===== config.mk =====
export PLATFORM = sky130hd
export DESIGN_NAME = hilo_divider
export DESIGN_NICKNAME = d
export VERILOG_FILES = /design/src/rtl/hilo_divider_pkg.sv /design/src/rtl/hilo_divider_div_step.sv /design/src/rtl/hilo_divider.sv
export SDC_FILE = /design/constraint.sdc
export NUM_CORES = 1
export LEC_CHECK = 0
export ABC_AREA = 0
export CAP_MARGIN = 40
export CORE_ASPECT_RATIO = 1.2
export CORE_UTILIZATION = 55
export CTS_CLUSTER_SIZE = 14
export DETAILED_ROUTE_END_ITERATION = 6
export HOLD_SLACK_MARGIN = 0.02
export PLACE_DENSITY = 0.81
export SYNTH_ARGS = -nofsm -noshare
export SYNTH_HDL_FRONTEND = slang
export SYNTH_HIERARCHICAL = 1
export SYNTH_SLANG_ARGS = --single-unit

===== constraint.sdc =====
create_clock -name clk -period 4.05 [get_ports clk]
set_input_delay 0.81 -clock clk [delete_from_list [all_inputs] [get_ports clk]]
set_output_delay 0.81 -clock clk [all_outputs]
set_load 0.01 [all_outputs]

===== src/rtl/hilo_divider_pkg.sv =====
// Shared definitions for the HI/LO divider and the result-select mux:
// funct codes and the divider FSM state encoding.
package hilo_divider_pkg;

   localparam logic [5:0] F_DIVU = 6'b011011;
   localparam logic [5:0] F_MFHI = 6'b010000;
   localparam logic [5:0] F_MFLO = 6'b010010;
   localparam logic [5:0] F_MTHI = 6'b010001;
   localparam logic [5:0] F_MTLO = 6'b010011;

   typedef enum logic [1:0] {
      ST_IDLE = 2'd0,
      ST_DIV  = 2'd1,
      ST_DONE = 2'd2
   } div_state_e;

endpackage


===== src/rtl/hilo_divider_div_step.sv =====
// One restoring-division iteration: shift the next dividend bit into the
// partial remainder and subtract the divisor when it fits.
module hilo_divider_div_step #(
   parameter int WIDTH = 32
) (
   input  logic [WIDTH-1:0] rem_i,
   input  logic [WIDTH-1:0] q_i,
   input  logic [WIDTH-1:0] divisor_i,
   output logic [WIDTH-1:0] rem_next_o,
   output logic [WIDTH-1:0] q_next_o
);

   logic [WIDTH:0]   shifted;
   logic [WIDTH-1:0] diff;
   logic             fits;

   // The compare needs WIDTH+1 bits; the difference itself is always below
   // the divisor, so the low WIDTH bits of the subtraction are exact.
   assign shifted = {rem_i, q_i[WIDTH-1]};
   assign fits    = (shifted >= {1'b0, divisor_i});
   assign diff    = shifted[WIDTH-1:0] - divisor_i;

   always_comb begin
      rem_next_o = shifted[WIDTH-1:0];
      q_next_o   = {q_i[WIDTH-2:0], 1'b0};
      if (fits) begin
         rem_next_o = diff;
         q_next_o   = {q_i[WIDTH-2:0], 1'b1};
      end
   end

endmodule


===== src/rtl/hilo_divider.sv =====
// Multi-cycle unsigned divider owning the HI/LO pair (HI=remainder, LO=quotient).
// Optional MTHI/MTLO writes are compiled in when HILO_MOVE_EN is defined.
module hilo_divider
   import hilo_divider_pkg::*;
#(
   parameter int         WIDTH      = 32,
   parameter logic [5:0] DIVU_FUNCT = F_DIVU
) (
   input  logic             clk,
   input  logic             rst,
   input  logic             start,
   input  logic [5:0]       Signal,
   input  logic [WIDTH-1:0] dataA,
   input  logic [WIDTH-1:0] dataB,
   output logic             busy,
   output logic             done,
   output logic             divByZero,
   output logic [WIDTH-1:0] HiOut,
   output logic [WIDTH-1:0] LoOut,
   output logic [1:0]       dbg_state
);

   localparam int             CW   = $clog2(WIDTH + 1);
   localparam logic [CW-1:0]  LAST = CW'(WIDTH - 1);

   div_state_e       state_q, state_d;
   logic [CW-1:0]    cnt_q, cnt_d;
   logic [WIDTH-1:0] rem_q, rem_d;
   logic [WIDTH-1:0] quo_q, quo_d;
   logic [WIDTH-1:0] dvs_q, dvs_d;
   logic [WIDTH-1:0] hi_q, hi_d;
   logic [WIDTH-1:0] lo_q, lo_d;
   logic             dbz_q, dbz_d;
   logic [WIDTH-1:0] rem_nx, quo_nx;
   logic             is_divu;

   hilo_divider_div_step #(.WIDTH(WIDTH)) u_step (
      .rem_i      (rem_q),
      .q_i        (quo_q),
      .divisor_i  (dvs_q),
      .rem_next_o (rem_nx),
      .q_next_o   (quo_nx)
   );

   assign is_divu = start && (Signal == DIVU_FUNCT);

   always_ff @(posedge clk) begin
      if (rst) begin
         state_q <= ST_IDLE;
         cnt_q   <= '0;
         rem_q   <= '0;
         quo_q   <= '0;
         dvs_q   <= '0;
         hi_q    <= '0;
         lo_q    <= '0;
         dbz_q   <= 1'b0;
      end else begin
         state_q <= state_d;
         cnt_q   <= cnt_d;
         rem_q   <= rem_d;
         quo_q   <= quo_d;
         dvs_q   <= dvs_d;
         hi_q    <= hi_d;
         lo_q    <= lo_d;
         dbz_q   <= dbz_d;
      end
   end

   // HI/LO are written on the edge that enters DONE, so during the one-cycle
   // DONE pulse the registers already hold the final result.
   always_comb begin
      state_d = state_q;
      cnt_d   = cnt_q;
      rem_d   = rem_q;
      quo_d   = quo_q;
      dvs_d   = dvs_q;
      hi_d    = hi_q;
      lo_d    = lo_q;
      dbz_d   = dbz_q;
      case (state_q)
         ST_IDLE: begin
            if (is_divu) begin
               if (dataB != '0) begin
                  quo_d   = dataA;
                  dvs_d   = dataB;
                  rem_d   = '0;
                  cnt_d   = '0;
                  state_d = ST_DIV;
               end else begin
                  hi_d    = dataA;
                  lo_d    = '1;
                  dbz_d   = 1'b1;
                  state_d = ST_DONE;
               end
            end
`ifdef HILO_MOVE_EN
            else if (start && (Signal == F_MTHI)) begin
               hi_d = dataA;
            end else if (start && (Signal == F_MTLO)) begin
               lo_d = dataA;
            end
`endif
         end
         ST_DIV: begin
            rem_d = rem_nx;
            quo_d = quo_nx;
            cnt_d = cnt_q + CW'(1);
            if (cnt_q == LAST) begin
               hi_d    = rem_nx;
               lo_d    = quo_nx;
               dbz_d   = 1'b0;
               state_d = ST_DONE;
            end
         end
         ST_DONE: begin
            state_d = ST_IDLE;
         end
         default: begin
            state_d = ST_IDLE;
         end
      endcase
   end

   assign busy      = (state_q != ST_IDLE);
   assign done      = (state_q == ST_DONE);
   assign divByZero = dbz_q;
   assign HiOut     = hi_q;
   assign LoOut     = lo_q;
   assign dbg_state = state_q;

endmodule

==> results_dict.tcl, run 1 <==
set metrics [dict create \
    reg2reg_setup_slack_ps 420 \
    cp-end-kind "flip-flop" \
    avgViaCountPerCell 6.22 \
    drcViolationCount 0 \
    drt-initial-drc-count 1055 \
    slew_viol_final 0 \
    finish.utilization_pct 67.7 \
    tns_ps 0 \
    power.share.combinational_pct 7.8 \
    io_buffers 141 \
    layout_common_cells "dfxtp_1, a21oi_1, clkdlybuf4s50_1, nor2_1, nand2_1" \
    clock_latency_ps 430 \
    overflow 0 \
    postCtsHoldBufs 0 \
    io_pins 142 \
    met3WireLength_mm 1.95 \
    grt_pass1_vias 8324 \
    clock.fmax_mhz 275 \
    synth_edf_count 0 \
    yosys-top-cells-area "dfxtp_1, a21oi_1, nor2_1" \
    cpPeakStageDelay_ps 590 \
    cts_buffer_depth 2 \
    cts_tree "done" \
    grt_usage_pct 29.3 \
    mappedNetlistArea_mm2 0.00967 \
    async_flop_share_pct 0 \
    cts.clk_slew.worst_paths_ps 70 \
    synthCells 1216 \
    post-place-ws_ps 438 \
    final_nets 1371 \
    ys_types 61 \
    rows 52 \
    wl_met2_mm 12.3 \
    grt_pass1_wl_mm 42.2 \
    synth_flop_cell "dfxtp_1" \
    final-hold-violation-count 0 \
    pwr_density_cell_mw_per_mm2 321 \
    path_class "reg2reg" \
    skew_ps 8.16 \
    final_common_cell "dfxtp_1" \
    finalWirelength_mm 26.5 \
    clockRootBuffer "clkbuf_16" \
    min_period_ps 3630 \
    tightest_slew_ps 815 \
    hold_class "reg2reg" \
    synthesis.nets 1323 \
    hold_depth 1 \
    r2r_cells 13 \
    worstSetupStartpointType "flip-flop" \
    die_h_um 147 \
    post-cts-setup-buffer-count 0 \
    path_max_fanout 30 \
    wl_per_cell_um 17.7 \
    power.internal_mw 2.86 \
    synth_seq_cells 169 \
    path_cells "inv_1 -> ha_1 -> nand4_1 -> nor3_1 -> o211ai_1 -> nor4b_4 -> o21ai_2 -> a31oi_4 -> o21a_4 -> inv_2 -> mux2_2 -> a21oi_1 -> a221oi_1" \
    htreeDepth 4 \
    finalPower_mw 3.71 \
    final_antenna_net_count 0 \
    drive_above_1_share_pct 8.23 \
    grt_antenna_before_repair 0 \
    dieArea_mm2 0.0181 \
    grt_max_degree 75 \
    synth_area_leader_cell "dfxtp_1" \
    switchingPower_uw 843 \
    status "complete, no violations" \
    post_cts_resized 0 \
    maxCapViolations 0 \
    worstPathRequired_ps 4330 \
    dr.pass1.iters 6 \
    vias 9285 \
    hp-start "LoOut[11]$_SDFFE_PP0P_" \
    routabilityCongestion 0.931 \
    netlist.area_leader.share_pct 35.0 \
    switching_share_pct 22.8 \
    avgSynthCellArea_um2 7.95 \
    ys_warn_count 6 \
    initial_core_util_pct 56.7 \
    stdcell_count 1492 \
    diodes 0 \
    power_frac_clock_pct 47.2 \
    highest_layer "met4" \
    worstReg2RegEnd "HiOut[8]$_SDFFE_PP0P_" \
    ys_seq_area_share_pct 35.0 \
    r2r_start "dvs_q[11]$_SDFFE_PP0P_" \
    cp.arrival_ps 3910 \
    setup_viol 0 \
    hold_end "LoOut[11]$_SDFFE_PP0P_" \
    dp_hpwl_mm 18.4 \
    rsz0062_at_grt "no" \
    cts_made_buffers 17 \
    p_leak_nw 4.30 \
    cts.sinks 169 \
    core-area_mm2 0.0170 \
    dp_cells 1461 \
    p_seq_share_pct 45.0 \
    slew_headroom_pct 45.7 \
    m1WireLength_mm 11.7 \
    slowest_stage "inv_2" \
    finalWorstSetupSlack_ps 418 \
    ir_worst_vdd_mv 0.293 \
    fp.dieW_um 123 \
    period_share_pct 89.7 \
    synthToLayoutAreaGrowth_pct 19.4 \
]
-- cell families after synthesis --
group,share of synthesized area (%)
AOI/OAI and AO/OA,28.1
and+or+nand+nor,17.2
buffers and inverters,8.51
DFF,35.0
adders and majority gates,4.48
muxes,4.04
xor gates and xnor gates,2.72
-- registers in the layout, summed over array words and instances (netlist names) --
signal / flops
HiOut: 32
LoOut: 32
dvs_q: 32
quo_q: 32
rem_q: 32
cnt_q: 6
dbg_state: 2
divByZero: 1
-- cell type report --
type	count	area (µm²)
clock buffers	18	439
clock inverters	13	191
fillers	1415	5500
inverters	42	158
multi-input cells	872	5510
flip-flops and latches	169	3380
well taps	216	270
repair buffers	162	1600
-- how the worst max path moves through the flow --
stage	start	endpoint	slack [ps]
after global routing	dvs_q[10]$_SDFFE_PP0P_	HiOut[8]$_SDFFE_PP0P_	190
after global placement	dvs_q[10]$_SDFFE_PP0P_	HiOut[11]$_SDFFE_PP0P_	570
after detailed placement	dvs_q[11]$_SDFFE_PP0P_	HiOut[8]$_SDFFE_PP0P_	440
final	dvs_q[11]$_SDFFE_PP0P_	HiOut[8]$_SDFFE_PP0P_	420
after CTS	dvs_q[11]$_SDFFE_PP0P_	HiOut[8]$_SDFFE_PP0P_	440
after floorplan	quo_q[31]$_SDFFE_PP0P_	HiOut[30]$_SDFFE_PP0P_	1010
-- power by group through the flow --
stage                     Clock [mW]  Combinational, mW  Sequential [mW]
final                           1.75              0.288             1.67
after global routing            1.84              0.308             1.67
after CTS                       1.77              0.284             1.67
after detailed placement           0              0.280             1.71
after global placement             0              0.278             1.70
after floorplan                    0              0.167             1.70
-- metrics by stage --
| step | hold slack, ps | cell area (µm²) |
|---|---|---|
| after floorplan | 454 | 9670 |
| after global placement | 446 | 10900 |
| after detailed placement | 453 | 10900 |
| after CTS | 468 | 11500 |
| after global routing | 477 | 11500 |
| final | 464 | 11500 |
-- cells in the mapped netlist, types with 3 or more instances --
cell / number
dfxtp_1: 169
a21oi_1: 159
nor2_1: 122
nand2_1: 100
clkbuf_1: 78
o21ai_0: 77
inv_1: 41
nand3_1: 39
o211ai_1: 37
o21a_1: 36
a221oi_1: 34
and2_1: 34
ha_1: 33
a221o_1: 32
buf_4: 32
mux2_2: 20
xnor2_1: 19
buf_2: 18
nand4_1: 11
nor3_1: 11
nor4_1: 11
xor2_1: 11
a21o_1: 9
mux2_4: 9
nor2b_1: 8
a31oi_1: 5
o21bai_1: 4
a211oi_1: 3
a21boi_0: 3
a31o_2: 3
and3_1: 3
buf_1: 3
mux2i_1: 3
nor3b_1: 3
or2_2: 3
-- metal layers --
| layer | vias to the layer above | GRT usage, % |
|---|---|---|
| met5 | - | 0 |
| met4 | 0 | 9.16 |
| met3 | 37 | 4.58 |
| met2 | 430 | 46.1 |
| met1 | 4392 | 40.7 |
| li1 | 4426 | - |
-- critical path, delay by kind of cell (launching register included) --
kind | cells | cell delay [ps]
compound gates | 6 | 990
simple gates | 3 | 690
buf+inv | 2 | 640
mux | 1 | 430
fa+ha+maj | 1 | 390
flops | 1 | 330
Note: power is estimated with default switching activity, not from simulation.
==> run 2: changes to the inputs <==
--- a/config.mk
+++ b/config.mk
@@ -8,11 +8,12 @@
 export ABC_AREA = 0
 export CAP_MARGIN = 40
 export CORE_ASPECT_RATIO = 1.2
-export CORE_UTILIZATION = 55
+export CORE_UTILIZATION = 57
+export CTS_BUF_LIST = sky130_fd_sc_hd__clkbuf_8
 export CTS_CLUSTER_SIZE = 14
 export DETAILED_ROUTE_END_ITERATION = 6
 export HOLD_SLACK_MARGIN = 0.02
-export PLACE_DENSITY = 0.81
+export PLACE_DENSITY = 0.83
 export SYNTH_ARGS = -nofsm -noshare
 export SYNTH_HDL_FRONTEND = slang
 export SYNTH_HIERARCHICAL = 1
==> results_dict.tcl, run 2 (synthesized netlist as in run 1, its figures left out) <==
set metrics [dict create \
    initial_core_util_pct 59.0 \
    slew_headroom_pct 47.2 \
    status "complete, no violations" \
    hold_end "LoOut[17]$_SDFFE_PP0P_" \
    ir_worst_vdd_mv 0.189 \
    io_buffers 141 \
    switching_share_pct 25.5 \
    finish.utilization_pct 69.1 \
    stdcell_count 1488 \
    cts.sinks 169 \
    grt_antenna_before_repair 0 \
    final_nets 1371 \
    dp_hpwl_mm 18.3 \
    tightest_slew_ps 790 \
    slew_viol_final 0 \
    hold_class "reg2reg" \
    maxCapViolations 0 \
    r2r_start "dvs_q[11]$_SDFFE_PP0P_" \
    final_antenna_net_count 0 \
    worstSetupStartpointType "flip-flop" \
    path_max_fanout 30 \
    grt_max_degree 68 \
    hold_ws_ps 470 \
    cts_buffer_depth 2 \
    drt-initial-drc-count 867 \
    clock_latency_ps 470 \
    core-area_mm2 0.0164 \
    grt_usage_pct 30.1 \
    cts_made_buffers 17 \
    cpPeakStageDelay_ps 580 \
    fp.dieW_um 121 \
    setup_viol 0 \
    path_class "reg2reg" \
    clockRootBuffer "clkbuf_8" \
    layout_common_cells "dfxtp_1, a21oi_1, clkdlybuf4s50_1, nor2_1, nand2_1" \
    final-hold-violation-count 0 \
    vias 9132 \
    wl_met2_mm 11.9 \
    grt_pass1_vias 8217 \
    min_period_ps 3740 \
    rows 51 \
    synthToLayoutAreaGrowth_pct 17.2 \
    dp_cells 1457 \
    hold_depth 1 \
    cp.arrival_ps 4090 \
    avgViaCountPerCell 6.14 \
    grt_pass1_wl_mm 42.2 \
    n_fill_cell 1392 \
    wl_per_cell_um 17.4 \
    tns_ps 0 \
    routabilityCongestion 0.938 \
    power.internal_mw 2.43 \
    diodes 0 \
    p_leak_nw 4.20 \
    worstPathRequired_ps 4400 \
    drive_above_1_share_pct 8.23 \
    pwr_density_cell_mw_per_mm2 288 \
    m1WireLength_mm 11.7 \
    path_cells "inv_1 -> ha_1 -> nand4_1 -> nor3_1 -> o211ai_1 -> nor4b_4 -> o21ai_2 -> a31oi_4 -> o21a_4 -> inv_2 -> mux2_2 -> a21oi_1 -> a221oi_1" \
    r2r_cells 13 \
    htreeDepth 4 \
    post_cts_resized 0 \
    rsz0062_at_grt "no" \
    clock.fmax_mhz 267 \
    power_frac_clock_pct 40.2 \
    dieArea_mm2 0.0175 \
    period_share_pct 92.5 \
    overflow 0 \
    io_pins 142 \
    postCtsHoldBufs 0 \
    drcViolationCount 0 \
    reg2reg_setup_slack_ps 310 \
    final_common_cell "dfxtp_1" \
    met3WireLength_mm 1.87 \
    dr.pass1.iters 5 \
    hp-start "LoOut[17]$_SDFFE_PP0P_" \
    slowest_stage "inv_2" \
    p_seq_share_pct 51.0 \
    skew_ps 9.12 \
    switchingPower_uw 832 \
    cts_tree "done" \
    cp-end-kind "flip-flop" \
    finalWirelength_mm 25.9 \
    post-cts-setup-buffer-count 0 \
    die_h_um 145 \
    cts.clk_slew.worst_paths_ps 90 \
    worstReg2RegEnd "HiOut[6]$_SDFFE_PP0P_" \
    power.share.combinational_pct 8.8 \
    highest_layer "met4" \
    finalPower_mw 3.26 \
]
[run 2: worst max path at each step]
| stage | cells after the start | from | to | slack [ps] |
|---|---|---|---|---|
| after floorplan | 13 | quo_q[31]$_SDFFE_PP0P_ | HiOut[30]$_SDFFE_PP0P_ | 1010 |
| after global placement | 13 | dvs_q[10]$_SDFFE_PP0P_ | HiOut[12]$_SDFFE_PP0P_ | 460 |
| after detailed placement | 13 | dvs_q[11]$_SDFFE_PP0P_ | HiOut[6]$_SDFFE_PP0P_ | 360 |
| after CTS | 13 | dvs_q[11]$_SDFFE_PP0P_ | HiOut[6]$_SDFFE_PP0P_ | 340 |
| after global routing | 13 | dvs_q[9]$_SDFFE_PP0P_ | HiOut[20]$_SDFFE_PP0P_ | 70 |
| final | 13 | dvs_q[11]$_SDFFE_PP0P_ | HiOut[6]$_SDFFE_PP0P_ | 310 |
[run 2: layout make-up]
cell class	count	area [µm²]	area share, %
multi-input combinational	872	5510	48.6
clock buffer	17	234	2.06
tap	212	265	2.34
timing repair buffer	162	1580	14.0
clock inverter	14	199	1.76
inverter	42	158	1.39
sequential	169	3380	29.9
[run 2: power by group through the flow]
| stage | Combinational, mW | Clock (mW) | Sequential [mW] |
|---|---|---|---|
| 2_1_floorplan | 0.167 | 0 | 1.70 |
| 3_3_place_gp | 0.278 | 0 | 1.70 |
| 3_5_place_dp | 0.280 | 0 | 1.71 |
| 4_1_cts | 0.283 | 1.32 | 1.67 |
| 5_1_grt | 0.310 | 1.39 | 1.67 |
| 6_report | 0.287 | 1.31 | 1.67 |
[run 2: worst max-delay path, delay by kind of cell (launching register included)]
kind	cells	cell delay, ps
multiplexers	1	450
flip-flops	1	340
AO/OA/AOI/OAI	6	1020
AND/OR/NAND/NOR	3	770
buffers and inverters	2	620
adder cells (fa/ha/maj)	1	400
[run 2: metrics by stage]
step                cell area (µm²)  worst slack [ps]
floorplan                      9670              1010
global placement              10900               461
detailed placement            10900               365
CTS                           11300               341
global route                  11300              73.4
finish                        11300               305
[run 2: layer usage]
metal,up-vias,GRT usage [%]
met5,-,0
met4,0,8.51
met3,36,5.02
met2,365,47.7
met1,4317,42.1
li1,4414,-
==> run 3: changes to the inputs <==
--- a/config.mk
+++ b/config.mk
@@ -7,13 +7,15 @@
 export LEC_CHECK = 0
 export ABC_AREA = 0
 export CAP_MARGIN = 40
-export CORE_ASPECT_RATIO = 1.2
+export CORE_ASPECT_RATIO = 0.75
+export CORE_MARGIN = 8
 export CORE_UTILIZATION = 57
 export CTS_BUF_LIST = sky130_fd_sc_hd__clkbuf_8
 export CTS_CLUSTER_SIZE = 14
 export DETAILED_ROUTE_END_ITERATION = 6
 export HOLD_SLACK_MARGIN = 0.02
 export PLACE_DENSITY = 0.83
+export SLEW_MARGIN = 10
 export SYNTH_ARGS = -nofsm -noshare
 export SYNTH_HDL_FRONTEND = slang
 export SYNTH_HIERARCHICAL = 1
==> results_dict.tcl, run 3 (synthesized netlist as in run 1, its figures left out) <==
set metrics [dict create \
    path_max_fanout 4 \
    setup_viol 0 \
    routabilityCongestion 0.963 \
    tns_ps 0 \
    period_share_pct 91.6 \
    maxCapViolations 0 \
    postPlaceCellArea_mm2 0.0110 \
    diodes 0 \
    hp-start "LoOut[21]$_SDFFE_PP0P_" \
    drt-initial-drc-count 1097 \
    grt_antenna_before_repair 0 \
    postCtsHoldBufs 0 \
    clock.fmax_mhz 269 \
    hold_class "reg2reg" \
    worstSetupStartpointType "flip-flop" \
    crit_start "quo_q[31]$_SDFFE_PP0P_" \
    ir_worst_vdd_mv 0.230 \
    skew_ps 8.92 \
    min_period_ps 3710 \
    drcViolationCount 0 \
    p_leak_nw 4.21 \
    io_pins 142 \
    rsz0062_at_grt "no" \
    grt_max_degree 79 \
    crit_top_cell "a21oi_1" \
    clockRootBuffer "clkbuf_8" \
    avgViaCountPerCell 6.21 \
    dr.pass1.iters 5 \
    post_cts_resized 0 \
    dp_hpwl_mm 19.5 \
    slew_viol_final 0 \
    path_class "reg2reg" \
    slew_headroom_pct 41.6 \
    rows 41 \
    fp.dieW_um 166 \
    grt_pass1_vias 8835 \
    fin_area_mm2 0.0113 \
    pwr_density_cell_mw_per_mm2 274 \
    dieArea_mm2 0.0214 \
    slowest_stage "or3b_2" \
    layout_common_cells "dfxtp_1, a21oi_1, clkdlybuf4s50_1, nor2_1, nand2_1" \
    wl_per_cell_um 18.6 \
    cpPeakStageDelay_ps 480 \
    cts.sinks 169 \
    path_cells "inv_1 -> ha_1 -> fa_1 -> nor2b_1 -> o31a_1 -> o21ai_0 -> o31ai_1 -> buf_4 -> a21oi_1 -> or3b_2 -> nand3_1 -> mux2_4 -> a21oi_1 -> a221oi_1" \
    grt_usage_pct 25.3 \
    cts_buffer_depth 2 \
    worstPathRequired_ps 4440 \
    cts_tree "done" \
    final_nets 1375 \
    vias 9286 \
    cts.clk_slew.worst_paths_ps 90 \
    synthToLayoutAreaGrowth_pct 17.3 \
    reg2reg_setup_slack_ps 340 \
    io_buffers 141 \
    status "complete, no violations" \
    final_common_cell "dfxtp_1" \
    post-cts-setup-buffer-count 0 \
    clock_latency_ps 480 \
    die_h_um 129 \
    grt_pass1_wl_mm 44.8 \
    r2r_start "quo_q[31]$_SDFFE_PP0P_" \
    tightest_slew_ps 876 \
    drive_above_1_share_pct 8.44 \
    core-area_mm2 0.0167 \
    finalWirelength_mm 27.8 \
    final_antenna_net_count 0 \
    cts_made_buffers 17 \
    cp-end-kind "flip-flop" \
    cp.arrival_ps 4100 \
    overflow 0 \
    initial_core_util_pct 57.8 \
    htreeDepth 4 \
    final-hold-violation-count 0 \
]
-- run 3: cell count changes in the layout (fill, tap and decap cells not counted) --
| cell | before | now |
|---|---|---|
| clkinv_2 | 0 | 4 |
| clkinv_4 | 6 | 2 |
| buf_12 | 1 | 3 |
| bufinv_16 | 3 | 1 |
| clkbuf_8 | 17 | 19 |
| clkinv_8 | 2 | 0 |
| buf_16 | 0 | 1 |
| buf_4 | 20 | 21 |
| clkinvlp_4 | 2 | 3 |
| inv_1 | 41 | 42 |
-- run 3: area by class of cell --
cell class	count	area, µm²
flip-flops and latches	169	3380
inverters	42	158
clock buffers	19	262
well taps	215	269
fillers	1423	5380
multi-input cells	872	5510
repair buffers	166	1660
clock inverters	12	103
-- run 3: critical path, delay by kind of cell (launching register included) --
kind / cells / cell delay (ps)
buf+inv: 2 / 310
simple gates: 3 / 780
flops: 1 / 400
fa+ha+maj: 2 / 650
mux: 1 / 160
compound gates: 6 / 1320
-- run 3: final timing paths --
path | endpoint | cells after the start
setup / recovery | HiOut[30]$_SDFFE_PP0P_ | 14
hold reg to reg | LoOut[21]$_SDFFE_PP0P_ | 1
hold / removal | LoOut[21]$_SDFFE_PP0P_ | 1
setup reg to reg | HiOut[30]$_SDFFE_PP0P_ | 14
-- run 3: metrics by stage --
step | setup WS, ps | hold slack (ps) | utilization (%) | instances | power [mW]
floorplan | 1010 | 454 | - | 1216 | 1.87
global placement | 587 | 442 | 65.4 | 1462 | 1.99
detailed placement | 495 | 452 | 65.6 | 1464 | 1.99
CTS | 468 | 468 | 67.8 | 1495 | 3.12
global route | 86.3 | 490 | 67.8 | 1495 | 3.21
finish | 339 | 469 | 67.8 | 1495 | 3.11
-- run 3: power by group --
part / internal, mW / switching, mW / total, mW
logic: 0.148 / 0.143 / 0.291
registers: 1.66 / 0.00269 / 1.67
clock network: 0.511 / 0.637 / 1.15
total: 2.32 / 0.783 / 3.11
-- run 3: routing by layer --
metal | GRT usage (%) | up-vias | routed length, µm | share of wire [%]
met3 | 5.23 | 39 | 1950 | 7.0
met4 | 9.51 | 0 | 551 | 2.0
met1 | 32.9 | 4434 | 12300 | 44
met2 | 41.2 | 385 | 13000 | 47
met5 | 0 | - | 0 | 0
li1 | - | 4428 | - | -
